$ cat config.mk
export PLATFORM = sky130hd
export DESIGN_NAME = mino_sampler
export DESIGN_NICKNAME = d
export VERILOG_FILES = /design/src/rtl/mino_sampler.sv
export SDC_FILE = /design/constraint.sdc
export NUM_CORES = 1
export LEC_CHECK = 0
export ABC_CLOCK_PERIOD_IN_PS = 1280
export CELL_PAD_IN_SITES_DETAIL_PLACEMENT = 1
export CELL_PAD_IN_SITES_GLOBAL_PLACEMENT = 1
export CORE_ASPECT_RATIO = 1.5
export CORE_MARGIN = 4
export CORE_UTILIZATION = 37
export DETAILED_ROUTE_END_ITERATION = 12
export MAX_ROUTING_LAYER = met4
export PLACE_DENSITY_LB_ADDON = 0.1
export SETUP_SLACK_MARGIN = 0.15
export SYNTH_ARGS = -nofsm -noshare
export SYNTH_HDL_FRONTEND = slang
export SYNTH_SLANG_ARGS = --single-unit
$ cat constraint.sdc
create_clock -name clk -period 1.28 [get_ports clk]
set_input_delay 0.192 -clock clk [delete_from_list [all_inputs] [get_ports clk]]
set_output_delay 0.192 -clock clk [all_outputs]
set_load 0.02 [all_outputs]
$ cat src/rtl/mino_sampler.sv
`default_nettype none
// ============================================================================
// Module   : mino_sampler
// Purpose  : Oversampling front end for the 3-input minority detector.
//            Synchronizes an asynchronous serial line, aligns a free-running
//            bit-period counter to the first line transition, and once per
//            bit period presents a registered triplet (x, y, z) taken at the
//            quarter, half and three-quarter points of the period. A
//            valid/ready handshake feeds the detector; a sticky overrun flag
//            records any completed triplet that had to be dropped.
// Ports    : clk    - rising-edge clock
//            rst_n  - asynchronous active-low reset
//            din    - asynchronous serial line
//            en     - enable; low forces IDLE and clears valid/ovr
//            ready  - downstream accepts the presented triplet this cycle
//            x/y/z  - samples at DIV/4, DIV/2, 3*DIV/4 of the bit period
//            valid  - x/y/z hold an unconsumed triplet
//            ovr    - sticky: a completed triplet was dropped
// Revision : 1.0 - initial release
// ============================================================================
module mino_sampler #(
    parameter int DIV = 16    // clock cycles per bit period; multiple of 4, >= 8
) (
    input  logic clk,
    input  logic rst_n,
    input  logic din,
    input  logic en,
    input  logic ready,
    output logic x,
    output logic y,
    output logic z,
    output logic valid,
    output logic ovr
);

    localparam int c_cw = $clog2(DIV);

    localparam logic [c_cw-1:0] c_cnt_x    = c_cw'(DIV / 4);
    localparam logic [c_cw-1:0] c_cnt_y    = c_cw'(DIV / 2);
    localparam logic [c_cw-1:0] c_cnt_z    = c_cw'((3 * DIV) / 4);
    localparam logic [c_cw-1:0] c_cnt_last = c_cw'(DIV - 1);

    typedef enum logic [1:0] {
        ST_IDLE  = 2'd0,
        ST_ALIGN = 2'd1,
        ST_RUN   = 2'd2
    } state_t;

    state_t          r_state;
    logic [c_cw-1:0] r_cnt;

    // Two-flop synchronizer plus one history flop for edge detection.
    logic r_s1;
    logic r_din_s;
    logic r_din_d;

    // Samples of the period currently being collected.
    logic r_sx;
    logic r_sy;
    logic r_sz;

    logic w_edge;
    logic w_xfer;

    assign w_edge = r_din_s ^ r_din_d;
    // Last cycle of a bit period: all three samples of this period are in.
    assign w_xfer = (r_state == ST_RUN) && (r_cnt == c_cnt_last);

    always_ff @(posedge clk or negedge rst_n) begin
        if (!rst_n) begin
            r_state <= ST_IDLE;
            r_cnt   <= '0;
            r_s1    <= 1'b0;
            r_din_s <= 1'b0;
            r_din_d <= 1'b0;
            r_sx    <= 1'b0;
            r_sy    <= 1'b0;
            r_sz    <= 1'b0;
            x       <= 1'b0;
            y       <= 1'b0;
            z       <= 1'b0;
            valid   <= 1'b0;
            ovr     <= 1'b0;
        end else begin
            // The synchronizer runs regardless of enable so that a fresh
            // alignment after re-enable never sees a stale, spurious edge.
            r_s1    <= din;
            r_din_s <= r_s1;
            r_din_d <= r_din_s;

            if (!en) begin
                // Partial triplet is abandoned; x/y/z keep stale values,
                // which are meaningless while valid is low.
                r_state <= ST_IDLE;
                r_cnt   <= '0;
                valid   <= 1'b0;
                ovr     <= 1'b0;
            end else begin
                case (r_state)
                    ST_IDLE: begin
                        r_cnt   <= '0;
                        r_state <= ST_ALIGN;
                    end
                    ST_ALIGN: begin
                        if (w_edge) begin
                            r_state <= ST_RUN;
                            r_cnt   <= '0;
                        end
                    end
                    ST_RUN: begin
                        // Free-running: later line edges never re-align.
                        r_cnt <= (r_cnt == c_cnt_last) ? '0 : r_cnt + 1'b1;
                        if (r_cnt == c_cnt_x) r_sx <= r_din_s;
                        if (r_cnt == c_cnt_y) r_sy <= r_din_s;
                        if (r_cnt == c_cnt_z) r_sz <= r_din_s;
                    end
                    default: begin
                        r_state <= ST_IDLE;
                        r_cnt   <= '0;
                    end
                endcase

                if (w_xfer) begin
                    // A load in the same cycle as ready both retires the old
                    // triplet and presents the new one, so valid stays high.
                    if (!valid || ready) begin
                        x     <= r_sx;
                        y     <= r_sy;
                        z     <= r_sz;
                        valid <= 1'b1;
                    end else begin
                        ovr   <= 1'b1;
                    end
                end else if (valid && ready) begin
                    valid <= 1'b0;
                end
            end
        end
    end

endmodule
`default_nettype wire

==> results of run 1 <==
[state kept, by name (all words and copies together), names as in the netlist]
name,cells
r_state,2
r_s1,1
r_sz,1
r_sx,1
z,1
x,1
r_din_d,1
r_sy,1
valid,1
r_din_s,1
r_cnt,4
y,1
ovr,1
[what timing repair did]
action,4_1_cts,5_1_grt
endpoints found under the setup margin,16,12
pin swaps,8,3
setup buffers,3,5
resized for setup,44,9
[area by class of cell]
class,count,share of cell area [%]
flip-flops and latches,17,37.0
clock buffers,3,1.95
inverters,4,1.74
clock inverters,1,0.434
multi-input cells,38,34.6
well taps,21,2.28
repair buffers,30,21.9
[routing by layer]
layer	track usage [%]	up-vias	routed length, µm
met5	-	-	0
met4	6.79	0	14
met3	1.71	2	51
met2	26.1	8	1050
met1	18.0	283	786
li1	-	283	-
[through the flow]
stage | TNS (ns) | cell area [µm²]
floorplan | -0.255 | 763
global placement | -2.19 | 958
detailed placement | -2.41 | 958
CTS | -0.341 | 1070
global route | -0.589 | 1150
finish | -0.293 | 1150
[synthesized netlist by cell type (2+ instances only)]
cell,number
o21a_1,2
nand3_1,5
nand4b_1,2
nor2b_1,3
dfrtp_1,17
mux2_1,2
ha_1,2
o21ai_0,2
nand2_1,3
mux2_2,4
inv_1,4
[kinds of logic after synthesis]
group	synth area share, %
buffers and inverters	4.51
flip-flops	56.8
AO/OA/AOI/OAI	8.68
XOR/XNOR	1.17
AND/OR/NAND/NOR	15.2
multiplexers	10.3
adder cells (fa/ha/maj)	3.34
[worst paths after layout]
check / to / slack [ns] / depth (start not counted)
worst min-delay path: ovr / 0.21 / 2
max in group asynchronous: r_din_s / 0.86 / 2
worst max register to register: x / -0.09 / 3
min in group clk: r_s1 / 0.33 / 1
worst max-delay path: x / -0.09 / 3
worst min register to register: r_din_s / 0.38 / 0
[critical path, stage by stage (launching register included)]
cell      delay [ns]
dfrtp_1         0.41
nand3b_1        0.24
nor3_4          0.27
mux2_2          0.35
[power groups by stage]
stage | Sequential [mW] | Clock (mW) | Combinational [mW]
after global routing | 0.564 | 0.343 | 0.142
after CTS | 0.561 | 0.310 | 0.106
after floorplan | 0.569 | 0 | 0.0333
after global placement | 0.569 | 0 | 0.0850
final | 0.563 | 0.302 | 0.130
after detailed placement | 0.570 | 0 | 0.0878
==> metrics.yaml, run 1 <==
outcome: "finished with violations"
violations: "negative setup slack"
yosys.area.top_type: "dfrtp_1"
core_um2: 1880
combPwrFrac_pct: 13.1
synth_top_area_share_pct: 56.8
swShare_pct: 25.7
leakage_nw: 0.533
fmax_mhz: 727
clock-root-buffer: "clkbuf_4"
post-route-util_pct: 61.4
cts_tree: "yes"
min_period_ns: 1.37
power_switching_uw: 256
port_buffers: 9
synthArstFlopShare_pct: 100
mostFrequentLayoutCells: "dfrtp_1 (16), buf_4 (13), buf_6 (8)"
fin_crit_sh_pct: 107
ioPinCount: 10
dr.pass1.iters: 3
drtIter0Drc: 28
powerDensity_nw_per_um2: 863
finalWorstSetupSlack_ns: -0.0946
ys.flop_type: "dfrtp_1"
fp-row-count: 19
setup_violations: 5
fin_cells: 114
cts_buffer_depth: 2
htreeDepth: 1
synthTopCellsByArea: "dfrtp_1 (57%), mux2_2 (6.0%), ha_1 (3.3%)"
nNetsFinal: 101
die_y_um: 63.1
timing.rr.start: "r_state[0]"
rsz0062_at_grt: "yes"
cts_hold_buf: 0
gp_congestion: 0.714
worstPathRequired_ns: 1.47
vias: 576
initial_core_util_pct: 39.9
vias_per_cell: 5.05
hold_violations: 0
grt_first_pass_wirelength_um: 3110
drt_wl_total_um: 1900
dpl.hpwl_um: 1220
die_area_um2: 2820
insertedDiodeCount: 0
tightest_slew_ns: 0.358
synth_edf_count: 0
worstSetupEndpointType: "flop"
power_uw: 995
place_ws_ns: -0.303
maxCapViolCount: 0
crit_fanout: 3
crit_type: "reg2reg"
p_int_uw: 739
holdWs_ns: 0.211
syn_nets: 68
cp.arrival_ns: 1.56
grt-ovfl-total: 0
area_growth_pct: 53.8
numClockSinks: 17
ir_drop_mv: 0.737
route.antenna.remaining_nets: 0
pwr-share-clk_pct: 30.3
ys_types: 26
finalClockSkew_ns: 0.00701
cts_buffers: 3
grt_max_degree: 18
clk_pin_slew_ns: 0.11
drv_slew: 0
power_frac_seq_pct: 56.6
die_x_um: 44.7
antenna_found_initial: 0
syn_avg_cell_area_um2: 12.3
insertion_delay_ns: 0.30
dp.cells: 102
syn_area_um2: 749
seq_area_frac_synth_pct: 56.8
n_fill_cell: 201
wire_per_inst_um: 16.7
drc: 0
crit_start: "r_state[0]"
grt.total_usage_pct: 15.6
ys_ff_latch: 17
synthCells: 61
min_path_type: "in2async"
drive_above_1_share_pct: 57.0
slew_headroom_pct: 76.1
multi_input_area_um2: 399
grt_pass1_vias: 660
ys_warn_count: 0
layout_commonest_cell: "dfrtp_1"
seq_area_um2: 427
start_kind: "flop"
Power figures use the tool's default switching activity.
==> run 2, diff against run 1 <==
Settings changed: PLACE_DENSITY set to 0.7, PLACE_DENSITY_LB_ADDON 0.1 to not set.
==> metrics.yaml, run 2 (synthesis results as in run 1) <==
fp-row-count: 19
cts_tree: "yes"
htreeDepth: 1
antenna_found_initial: 0
drv_slew: 0
swShare_pct: 25.3
reg_top3: "r_cnt: 4 flops, r_state: 2 flops"
cp_top_family: "flip-flops"
wire_per_inst_um: 19.0
cp.arrival_ns: 1.60
crit_type: "reg2reg"
worstSetupEndpointType: "flop"
grt_pass1_vias: 709
post-route-util_pct: 64.5
start_kind: "flop"
clk_pin_slew_ns: 0.10
rr_endpoint: "z"
drtIter0Drc: 11
place_ws_ns: -0.373
r2r_setup_slack_ns: -0.13
mostFrequentLayoutCells: "dfrtp_1 (16), buf_4 (16), buf_6 (7)"
ir_drop_mv: 0.733
vias_per_cell: 5.28
area_growth_pct: 61.6
nNetsFinal: 103
setup_violations: 6
drc: 0
power_switching_uw: 253
die_x_um: 44.7
slew_headroom_pct: 80.2
top_register: "r_cnt"
leakage_nw: 0.576
power_frac_seq_pct: 56.2
slowest_delay_ns: 0.43
vias: 613
numClockSinks: 17
maxCapViolCount: 0
cts_buffer_depth: 2
hold_violations: 0
tightest_slew_ns: 0.294
min_period_ns: 1.41
dpl.hpwl_um: 1330
ff2ff_path_depth: 4
core_um2: 1880
crit_fanout: 3
path_buf_inv: 0
min_path_type: "in2async"
outcome: "finished with violations"
fin_cells: 116
initial_core_util_pct: 39.9
die_y_um: 63.1
n_fill_cell: 187
largest_reg_flops: 4
die_area_um2: 2820
route.antenna.remaining_nets: 0
pwr-share-clk_pct: 29.3
gp_congestion: 0.717
powerDensity_nw_per_um2: 825
insertedDiodeCount: 0
finalClockSkew_ns: 0.00630
seq_area_um2: 427
grt_first_pass_wirelength_um: 3620
dp.cells: 104
timing.rr.start: "r_cnt[0]"
dr.pass1.iters: 4
clock-root-buffer: "clkbuf_4"
fin_crit_sh_pct: 110
violations: "negative setup slack"
port_buffers: 9
power_uw: 1000
drt_wl_total_um: 2200
insertion_delay_ns: 0.30
holdWs_ns: 0.216
cts_buffers: 3
crit_start: "r_cnt[0]"
cp_slowest_cell: "dfrtp_1"
rsz0062_at_grt: "yes"
finalWorstSetupSlack_ns: -0.132
grt_max_degree: 18
p_int_uw: 746
drive_above_1_share_pct: 61.1
ioPinCount: 10
grt.total_usage_pct: 18.1
multi_input_area_um2: 443
worstPathRequired_ns: 1.46
path_cells: "ha_4 -> nand3_4 -> nor3_4 -> mux2_4"
combPwrFrac_pct: 14.5
fmax_mhz: 708
grt-ovfl-total: 0
-- run 2: cell count changes in the layout (fill, tap and decap cells not counted), sizes merged --
cell           before  now
dlymetal6s2s        0    1
clkinv              1    0
clkbuf              3    4
buf                26   28
clkdlybuf4s50       4    3
-- run 2: power by group through the flow --
stage               clock [mW]  combinational, mW  sequential, mW
floorplan                    0             0.0333           0.569
global placement             0             0.0900           0.566
detailed placement           0             0.0949           0.567
CTS                      0.301              0.119           0.558
global route             0.324              0.158           0.563
finish                   0.293              0.145           0.562
-- run 2: worst max path at each step --
stage               endpoint  cells past startpoint
finish                     z                      4
global route               z                      4
CTS                        y                      3
detailed placement         y                      4
global placement           z                      4
floorplan                  x                      4
-- run 2: per-stage QoR --
| step | instance area (µm²) | TNS, ns |
|---|---|---|
| after CTS | 1100 | -0.355 |
| final | 1210 | -0.507 |
| after floorplan | 763 | -0.255 |
| after global placement | 973 | -2.36 |
| after global routing | 1210 | -0.813 |
| after detailed placement | 973 | -3.07 |
-- run 2: layer usage --
layer  vias up  part of all wire (%)  GRT usage [%]
met2        19                    58           31.1
met5         -                     0              -
met3         2                   3.3           1.71
li1        288                     -              -
met1       304                    37           21.4
met4         0                   1.2           5.66
-- run 2: repair_timing --
| action | in CTS | in global routing |
|---|---|---|
| endpoints found under the hold margin | 0 | 0 |
| setup endpoints to repair | 18 | 13 |
| resized for setup | 46 | 18 |
| pin swaps | 6 | 7 |
| buffers inserted | 3 | 5 |
| hold buffers | 0 | 0 |
-- run 2: worst register-to-register path: stages (launching register included) --
cell and delay [ns]:
dfrtp_1 0.43, ha_4 0.18, nand3_4 0.07, nor3_4 0.28
mux2_4 0.34
-- run 2: layout make-up --
class	instances	share of cell area, %
sequential	17	35.2
tap	21	2.17
clock buffer	4	2.17
multi-input combinational	38	36.6
inverter	4	1.86
timing repair buffer	32	22.0
